File: src/rtl/mac4_accum_collector_if.sv
// mac4_accum_collector_if
//   Stream bundle for mac4_accum_collector.
//   Upstream side : in_valid, in_data (signed partial sum), stall (upstream ce = ~stall)
//   Downstream side: out_valid, out_data (signed result), out_ready
//   Status        : fifo_count (occupied result entries), sat_flag (sticky clamp flag)
//   Modports: master = driver/consumer environment, slave = the collector.
interface mac4_accum_collector_if #(
  parameter int SUM_W      = 18,
  parameter int OUT_W      = 16,
  parameter int FIFO_DEPTH = 4
);
  localparam int CW = $clog2(FIFO_DEPTH) + 1;

  logic                    in_valid;
  logic signed [SUM_W-1:0] in_data;
  logic                    stall;
  logic                    out_valid;
  logic signed [OUT_W-1:0] out_data;
  logic                    out_ready;
  logic [CW-1:0]           fifo_count;
  logic                    sat_flag;

  modport master (
    output in_valid, in_data, out_ready,
    input  stall, out_valid, out_data, fifo_count, sat_flag
  );

  modport slave (
    input  in_valid, in_data, out_ready,
    output stall, out_valid, out_data, fifo_count, sat_flag
  );
endinterface

File: src/rtl/mac4_accum_collector.sv
// mac4_accum_collector
//   Accumulates NBEATS signed partial sums from a 4-term MAC stage into one
//   dot-product result, converts it to OUT_W bits and queues it in a small
//   result FIFO. stall is asserted while the FIFO is full so upstream freezes.
//
//   Ports:
//     clk   - single clock, rising edge
//     rst   - asynchronous active-high reset (clears everything incl. sat_flag)
//     flush - synchronous discard of the partial sum and the FIFO contents
//     bus   - mac4_accum_collector_if.slave: in_valid/in_data/stall,
//             out_valid/out_data/out_ready, fifo_count, sat_flag
//
//   Optional feature macro: MAC4_ACCUM_SATURATE_EN
//     defined   -> results clamp to the OUT_W signed range, sat_flag is sticky
//     undefined -> results truncate to the low OUT_W bits, sat_flag is 0
module mac4_accum_collector #(
  parameter int SUM_W      = 18,
  parameter int NBEATS     = 4,
  parameter int ACC_W      = SUM_W + 8,
  parameter int OUT_W      = 16,
  parameter int FIFO_DEPTH = 4
) (
  input logic                   clk,
  input logic                   rst,
  input logic                   flush,
  mac4_accum_collector_if.slave bus
);

  localparam int AW = $clog2(FIFO_DEPTH);
  localparam int CW = AW + 1;
  localparam int BW = (NBEATS > 1) ? $clog2(NBEATS) : 1;
  localparam logic [BW-1:0] LAST_BEAT = BW'(NBEATS - 1);
  localparam logic [CW-1:0] FULL_CNT  = CW'(FIFO_DEPTH);

  logic [BW-1:0]           beat_q, beat_d;
  logic signed [ACC_W-1:0] acc_q, acc_d;
  logic [AW-1:0]           wr_q, wr_d;
  logic [AW-1:0]           rd_q, rd_d;
  logic [CW-1:0]           cnt_q, cnt_d;
  logic signed [OUT_W-1:0] mem [FIFO_DEPTH];

  logic                    stall_w;
  logic                    accept;
  logic                    last;
  logic                    push;
  logic                    pop;
  logic signed [ACC_W-1:0] in_ext;
  logic signed [ACC_W-1:0] sum;
  logic signed [OUT_W-1:0] res;

`ifdef MAC4_ACCUM_SATURATE_EN
  localparam logic signed [ACC_W-1:0] MAXV = {{(ACC_W-OUT_W+1){1'b0}}, {(OUT_W-1){1'b1}}};
  localparam logic signed [ACC_W-1:0] MINV = {{(ACC_W-OUT_W+1){1'b1}}, {(OUT_W-1){1'b0}}};
  logic sat_q, sat_d;
  logic clamp;
`endif

  // stall depends only on the registered count, so out_ready never reaches it
  // combinationally; a pop from full therefore frees the slot one cycle later.
  assign stall_w = (cnt_q == FULL_CNT);

  always_comb begin
    accept = bus.in_valid & ~stall_w;
    last   = (beat_q == LAST_BEAT);
    push   = accept & last;
    pop    = (cnt_q != '0) & bus.out_ready;
    in_ext = ACC_W'(bus.in_data);
    // Beat 0 starts a fresh sum, so a stale acc never needs clearing.
    sum    = (beat_q == '0) ? in_ext : acc_q + in_ext;

`ifdef MAC4_ACCUM_SATURATE_EN
    clamp = 1'b0;
    if (sum > MAXV) begin
      res   = MAXV[OUT_W-1:0];
      clamp = 1'b1;
    end else if (sum < MINV) begin
      res   = MINV[OUT_W-1:0];
      clamp = 1'b1;
    end else begin
      res   = sum[OUT_W-1:0];
    end
`else
    res = sum[OUT_W-1:0];
`endif

    beat_d = beat_q;
    acc_d  = acc_q;
    wr_d   = wr_q;
    rd_d   = rd_q;
    cnt_d  = cnt_q;
`ifdef MAC4_ACCUM_SATURATE_EN
    sat_d  = sat_q;
`endif

    if (accept) begin
      acc_d  = sum;
      beat_d = last ? '0 : beat_q + BW'(1);
    end
    if (push) wr_d = wr_q + AW'(1);
    if (pop)  rd_d = rd_q + AW'(1);
    case ({push, pop})
      2'b10:   cnt_d = cnt_q + CW'(1);
      2'b01:   cnt_d = cnt_q - CW'(1);
      default: cnt_d = cnt_q;
    endcase

    // flush wins over push/pop; sat_flag is deliberately untouched by it.
    if (flush) begin
      beat_d = '0;
      acc_d  = '0;
      wr_d   = '0;
      rd_d   = '0;
      cnt_d  = '0;
    end
`ifdef MAC4_ACCUM_SATURATE_EN
    else if (push && clamp) begin
      sat_d = 1'b1;
    end
`endif
  end

  always_ff @(posedge clk or posedge rst) begin
    if (rst) begin
      beat_q <= '0;
      acc_q  <= '0;
      wr_q   <= '0;
      rd_q   <= '0;
      cnt_q  <= '0;
`ifdef MAC4_ACCUM_SATURATE_EN
      sat_q  <= 1'b0;
`endif
    end else begin
      beat_q <= beat_d;
      acc_q  <= acc_d;
      wr_q   <= wr_d;
      rd_q   <= rd_d;
      cnt_q  <= cnt_d;
`ifdef MAC4_ACCUM_SATURATE_EN
      sat_q  <= sat_d;
`endif
    end
  end

  // Storage needs no reset: entries are only visible while cnt_q says so.
  always_ff @(posedge clk) begin
    if (push && !flush) mem[wr_q] <= res;
  end

  assign bus.stall      = stall_w;
  assign bus.out_valid  = (cnt_q != '0);
  assign bus.out_data   = mem[rd_q];
  assign bus.fifo_count = cnt_q;
`ifdef MAC4_ACCUM_SATURATE_EN
  assign bus.sat_flag   = sat_q;
`else
  assign bus.sat_flag   = 1'b0;
`endif

endmodule

File: src/flat_wrapper.sv
// flat-port wrapper written by rule: the top's interface ports become plain ports
module mac4_accum_collector_flat 
#(
  parameter int SUM_W      = 18,
  parameter int NBEATS     = 4,
  parameter int ACC_W      = SUM_W + 8,
  parameter int OUT_W      = 16,
  parameter int FIFO_DEPTH = 4
)
  (clk, rst, flush, bus_in_valid, bus_in_data, bus_out_ready, bus_stall, bus_out_valid, bus_out_data, bus_fifo_count, bus_sat_flag);
  mac4_accum_collector_if #(.SUM_W(SUM_W), .OUT_W(OUT_W), .FIFO_DEPTH(FIFO_DEPTH)) bus_i ();
  input logic clk;
  input logic rst;
  input logic flush;
  input wire logic [$bits(bus_i.in_valid)-1:0] bus_in_valid;
  input wire logic [$bits(bus_i.in_data)-1:0] bus_in_data;
  input wire logic [$bits(bus_i.out_ready)-1:0] bus_out_ready;
  output wire logic [$bits(bus_i.stall)-1:0] bus_stall;
  output wire logic [$bits(bus_i.out_valid)-1:0] bus_out_valid;
  output wire logic [$bits(bus_i.out_data)-1:0] bus_out_data;
  output wire logic [$bits(bus_i.fifo_count)-1:0] bus_fifo_count;
  output wire logic [$bits(bus_i.sat_flag)-1:0] bus_sat_flag;
  assign bus_i.in_valid = bus_in_valid;
  assign bus_i.in_data = bus_in_data;
  assign bus_i.out_ready = bus_out_ready;
  assign bus_stall = bus_i.stall;
  assign bus_out_valid = bus_i.out_valid;
  assign bus_out_data = bus_i.out_data;
  assign bus_fifo_count = bus_i.fifo_count;
  assign bus_sat_flag = bus_i.sat_flag;
  mac4_accum_collector #(.SUM_W(SUM_W), .NBEATS(NBEATS), .ACC_W(ACC_W), .OUT_W(OUT_W), .FIFO_DEPTH(FIFO_DEPTH)) u_core (.clk(clk), .rst(rst), .flush(flush), .bus(bus_i));
endmodule
File: config.mk
export PLATFORM = sky130hd
export DESIGN_NAME = mac4_accum_collector_flat
export DESIGN_NICKNAME = d
export VERILOG_FILES = /design/src/rtl/mac4_accum_collector_if.sv /design/src/rtl/mac4_accum_collector.sv /design/src/flat_wrapper.sv
export SDC_FILE = /design/constraint.sdc
export NUM_CORES = 1
export LEC_CHECK = 0
export ABC_AREA = 1
export BUFFER_PORTS_ARGS = -buffer_cell sky130_fd_sc_hd__buf_2
export CAP_MARGIN = 25
export CORE_MARGIN = 4
export CORE_UTILIZATION = 41
export DETAILED_ROUTE_END_ITERATION = 7
export MAX_ROUTING_LAYER = met4
export PLACE_DENSITY_LB_ADDON = 0.12
export SYNTH_ARGS = -nofsm -noshare
export SYNTH_HDL_FRONTEND = slang
export SYNTH_SLANG_ARGS = --single-unit
File: constraint.sdc
create_clock -name clk -period 2.1 [get_ports clk]
set_input_delay 0.315 -clock clk [delete_from_list [all_inputs] [get_ports clk]]
set_output_delay 0.315 -clock clk [all_outputs]
set_load 0.005 [all_outputs]
==> results.yml, run 1 <==
sta:
  drv_slew: 0
  rsz0062_at_grt: "false"
  finalSetupViolCount: 0
  worst_pin_slew_ns: 0.6256
  setup_ws_ns: 0.08775
  period_share_pct: 95.82
  hold_violations: 0
  relSlewSlack_pct: 57.86
  tns_ns: 0
  fmax_mhz: 497.0
  fin_crit_ns: 2.012
  clock_skew_ns: 0.006961
synth:
  synth_edf_count: 64
  async_flop_share_pct: 28.09
  ys.flop_type: "edfxtp_1"
  seq_area_frac_synth_pct: 54.41
  synthDistinctLibCells: 34
  synth_area_per_cell_sq_um: 9.109
  netlist_top_cells_area: "edfxtp_1 41%, dfrtp_1 13%, nand2_1 10%, ha_1 5.6%, inv_1 4.6%"
  synth-seq-cells: 89
  yosysWarningCount: 0
  syn_nets: 560
  synth_largest_area_cell: "edfxtp_1"
  syn-instance-count: 514
  syn_area_sq_um: 4682
  synth_top_area_share_pct: 41.05
worst_hold_path:
  hp-class: "in2async"
layout:
  n_fill_cell: 1047
  syn2layout_area_growth_pct: 17.58
  fin_cells: 710
  diodes: 0
  nets: 611
  drive_gt1_share_pct: 17.89
  final_cell_area_sq_um: 5505
  layout_commonest_cell: "nand2_1"
  final_cell_mix: "122 x nand2_1, 64 x edfxtp_1, 58 x inv_1, 56 x nor2_1, 41 x buf_2"
die:
  chipWidth_microns: 114.9
  die_area_sq_um: 13190
  rows: 38
  core-area_sq_um: 11030
  die_h_microns: 114.9
  io_pins: 45
  start_util_pct: 42.45
global_route:
  grt_usage_pct: 16.85
  grt_first_pass_wirelength_microns: 16730
  grt_overflow: 0
  antenna_found_initial: 0
  grt_max_degree: 34
  grt_pass1_vias: 3336
critical_path:
  critPathMaxFanout: 4
  worstPathRequired_ns: 2.17
  end_kind: "flop"
  crit_path_start_kind: "flop"
  cp.arrival_ns: 2.08
  critPathKind: "reg2reg"
status:
  status: "finished clean"
cts:
  cts_tree: "yes"
  insertion_delay_ns: 0.33
  clk_pin_slew_ns: 0.06
  root_buffer: "clkbuf_16"
  post_cts_buffers: 0
  cts_buffers: 9
  cts_buffer_depth: 2
  htreeDepth: 3
  clkSinkCount: 89
flow_run:
  max-cap-violations: 0
drt:
  dr.pass1.iters: 4
  drtIter0Drc: 141
  vias_per_cell: 4.930
  postRouteAntennaNets: 0
  wl_per_cell_microns: 14.63
  postRouteWirelength_microns: 10390
  route.detailed.drc: 0
  vias: 3500
place:
  port_buffers: 41
  pre_cts_slack_ns: -0.08297
  place_inst: 694
  dp_hpwl_microns: 7255
  place_area_sq_um: 5164
  gp_congestion: 0.7869
power_and_ir_drop:
  leakagePower_uw: 0.002505
  power.density_nw_per_um2: 1074
  ir_worst_vdd_mv: 0.4075
  p_total_uw: 5912
==> cell families (layout without fill, tap and decap cells) <==
group | after synthesis | count (layout) | share of synthesized area, %
other | 1 | 1 | 0.08009
buffers and inverters | 75 | 131 | 6.494
DFF | 89 | 89 | 54.41
AOI/OAI and AO/OA | 74 | 74 | 9.086
and+or+nand+nor | 249 | 249 | 22.90
adders and majority gates | 23 | 23 | 6.467
xor gates and xnor gates | 3 | 3 | 0.5613
==> through the flow <==
stage                     hold slack (ns)  utilization (%)
after floorplan                    0.3423                -
final                             0.04020            49.91
after global placement             0.4002            46.81
after detailed placement           0.4048            46.81
after CTS                         0.04311            49.68
after global routing              0.06757            49.91
==> state kept, by name (all words and copies together) (netlist names) <==
name / flops
u_core.rd_q: 2
u_core.bus.fifo_count: 3
u_core.beat_q: 2
u_core.acc_q: 16
u_core.mem: 64
u_core.wr_q: 2
==> final cells by class <==
class	count	area (sq um)	share of cell area, %
sequential	89	2547	46.27
tap	140	175.2	3.182
multi-input combinational	350	1861	33.80
timing repair buffer	55	385.4	7.000
inverter	60	225.2	4.091
clock buffer	10	229.0	4.159
clock inverter	6	82.58	1.500
==> critical path, cell delays in order (launching register included) <==
cell,delay [ns]
dfrtp_1,0.39
ha_2,0.19
fa_2,0.34
nand2_1,0.08
nand2_1,0.09
and2_4,0.16
nand3_1,0.08
nand3_1,0.08
nand2_1,0.06
nand3_1,0.09
and2_1,0.19
==> worst paths after layout <==
kind / start / to / slack, ns / cells past startpoint
worst max-delay path: u_core.acc_q[0] / u_core.mem[2][12] / 0.09 / 10
worst min-delay path: rst / u_core.beat_q[1] / 0.04 / 3
worst max register to register: u_core.acc_q[0] / u_core.mem[2][12] / 0.09 / 10
worst min register to register: u_core.acc_q[9] / u_core.acc_q[9] / 0.49 / 2
max in group asynchronous: rst / u_core.acc_q[11] / 1.79 / 3
min in group clk: flush / u_core.rd_q[1] / 0.19 / 2
==> power breakdown <==
part / internal, uW / switching [uW] / leakage (uW)
Sequential: 2140 / 71.3 / 0.000912
Combinational: 749 / 1280 / 0.00144
Clock: 1040 / 638 / 0.000154
==> metal layers <==
metal  vias up  GRT usage, %  routed length (microns)
li1       1802             -                        -
met1      1630         23.18                     5035
met2        63         26.27                     4813
met3         5         2.316                      449
met4         0         4.695                       86
met5         -             -                        0
==> synth_stat cells, drive strengths merged (2+ instances only) <==
cell and n:
and2 11, o22ai 17, a21oi 8, or2 13, o21ai 45, dfrtp 25
buf 8, edfxtp 64, a22o 4, ha 21, nand2 130, nand3b 2
clkbuf 7, fa 2, nand3 33, nor2 58, xnor2 2, inv 60
==> timing repair <==
action,4_1_cts,5_1_grt
resized for setup,2,9
endpoints found under the setup margin,8,35
hold buffers,0,0
pin swaps,1,1
(Power assumes the default switching activity.)
==> run 2: changes to the inputs <==
--- a/config.mk
+++ b/config.mk
@@ -12,7 +12,7 @@
 export CORE_UTILIZATION = 41
 export DETAILED_ROUTE_END_ITERATION = 7
 export MAX_ROUTING_LAYER = met4
-export PLACE_DENSITY_LB_ADDON = 0.12
+export PLACE_DENSITY_LB_ADDON = 0.15
 export SYNTH_ARGS = -nofsm -noshare
 export SYNTH_HDL_FRONTEND = slang
 export SYNTH_SLANG_ARGS = --single-unit
==> run 2 against run 1 <==
First-iteration DRC count up 51%. Register-to-register slack improved by 0.03 ns. Critical path depth is 1 higher. Critical path type unchanged.
==> results.yml, run 2 (synthesis gave the netlist of run 1 again) <==
critical_path:
  worstPathRequired_ns: 2.19
  end_kind: "flop"
  crit_path_start: "u_core.acc_q[0]"
  r2r_slack_ns: 0.12
  critPathMaxFanout: 4
  max_stage_delay_ns: 0.38
  cp.depth: 11
  cp_num_buf_inv: 0
  r2r_start: "u_core.acc_q[0]"
  timing.rr.end: "u_core.mem[2][14]"
  cp.arrival_ns: 2.06
  path_cells: "ha_2 -> fa_2 -> nand2_1 -> nand2_1 -> nand3b_1 -> nand2_2 -> nand2_2 -> nand2_1 -> nand2_1 -> nand3_1 -> and2_4"
  crit_end: "u_core.mem[2][14]"
  path_common_cell: "nand2_1"
  reg2reg_depth: 11
  critPathKind: "reg2reg"
  crit_path_start_kind: "flop"
  worst_path_max_delay_cell: "dfrtp_1"
  crit_family: "simple AND/OR/NAND/NOR gates"
die:
  start_util_pct: 42.45
  die_area_sq_um: 13190
  rows: 38
  core-area_sq_um: 11030
  io_pins: 45
  die_h_microns: 114.9
  chipWidth_microns: 114.9
sta:
  tns_ns: 0
  hold_violations: 0
  rsz0062_at_grt: "false"
  finalSetupViolCount: 0
  relSlewSlack_pct: 57.21
  worst_pin_slew_ns: 0.6352
  drv_slew: 0
  clock_skew_ns: 0.005282
  fmax_mhz: 505.3
  period_share_pct: 94.24
  fin_crit_ns: 1.979
drt:
  route.detailed.drc: 0
  drtIter0Drc: 213
  postRouteWirelength_microns: 10330
  vias: 3553
  postRouteAntennaNets: 0
  dr.pass1.iters: 5
  vias_per_cell: 5.004
  wl_per_cell_microns: 14.55
cts:
  htreeDepth: 3
  cts_buffers: 9
  clkSinkCount: 89
  insertion_delay_ns: 0.33
  cts_buffer_depth: 2
  root_buffer: "clkbuf_16"
  cts_tree: "yes"
  clk_pin_slew_ns: 0.06
  cts_hold_repair.buffers: 0
global_route:
  grtUsageMet3_pct: 2.105
  grt_pass1_vias: 3437
  grt_busiest_layer: "met2"
  grtUsageMet1_pct: 22.90
  grt_max_degree: 34
  grt_overflow: 0
  grt_first_pass_wirelength_microns: 16750
  antenna_found_initial: 0
  met2_usage_pct: 25.62
  grt_usage_pct: 16.69
status:
  status: "finished clean"
layout:
  diodes: 0
  fin_cells: 710
  syn2layout_area_growth_pct: 18.12
  utilization_pct: 50.14
  regMostFlops: "u_core.mem"
  layout_commonest_cell: "nand2_1"
  nets: 611
  drive_gt1_share_pct: 18.95
  largest_register_ffs: 64
  final_cell_mix: "121 x nand2_1, 64 x edfxtp_1, 58 x inv_1, 56 x nor2_1, 41 x buf_2"
worst_hold_path:
  hp-class: "in2async"
flow_run:
  max-cap-violations: 0
place:
  dp_hpwl_microns: 7279
  place_inst: 694
  gp_congestion: 0.8588
  port_buffers: 41
power_and_ir_drop:
  ir_worst_vdd_mv: 0.3879
  leakagePower_uw: 0.002498
  power.density_nw_per_um2: 1062
-- run 2: stage by stage --
stage | power, uW | setup WS [ns] | hold WS (ns) | cell area (sq um)
2_1_floorplan | 3584 | -0.08388 | 0.3423 | 4682
3_3_place_gp | 4186 | -0.05697 | 0.4016 | 5151
3_5_place_dp | 4230 | -0.09422 | 0.4041 | 5151
4_1_cts | 5865 | 0.008085 | 0.04699 | 5460
5_1_grt | 6303 | 0.0008105 | 0.07778 | 5530
6_report | 5873 | 0.1209 | 0.04808 | 5530
-- run 2: where the power goes --
part	switching [uW]	internal [uW]	leakage, uW	total, uW
combinational	1290	757	0.00144	2050
clock	667	939	0.000145	1610
sequential	76.8	2140	0.000912	2220
total	2040	3830	0.00250	5870
-- run 2: area by class of cell --
| cell class | count | area, sq um |
|---|---|---|
| clock buffers | 10 | 229.0 |
| clock inverters | 6 | 75.07 |
| fillers | 1046 | 5500 |
| inverters | 60 | 225.2 |
| multi-input cells | 350 | 1906 |
| flip-flops and latches | 89 | 2547 |
| well taps | 140 | 175.2 |
| repair buffers | 55 | 372.9 |
-- run 2: tightest hold or removal path, stage by stage --
cell and delay (ns):
buf_2 0.09, inv_1 0.04, buf_4 0.33
-- run 2: how the worst min path moves through the flow --
stage	from	end	slack, ns	cells after the start
detailed placement	rst	u_core.acc_q[0]	0.40	3
finish	rst	u_core.acc_q[0]	0.05	3
CTS	rst	u_core.acc_q[0]	0.05	3
floorplan	rst	u_core.acc_q[0]	0.34	1
global placement	rst	u_core.wr_q[1]	0.40	3
global route	rst	u_core.wr_q[0]	0.08	3
-- run 2: what timing repair did --
action | in CTS | in global routing
buffers inserted | 0 | 0
resized for setup | 2 | 16
endpoints found under the setup margin | 7 | 35
cloned | 0 | 0
pin swaps | 0 | 1
-- run 2: per-layer routing --
metal | part of all wire [%] | vias to the layer above
li1 | - | 1804
met1 | 49 | 1681
met2 | 47 | 59
met3 | 3.2 | 9
met4 | 1.3 | 0
met5 | 0 | -
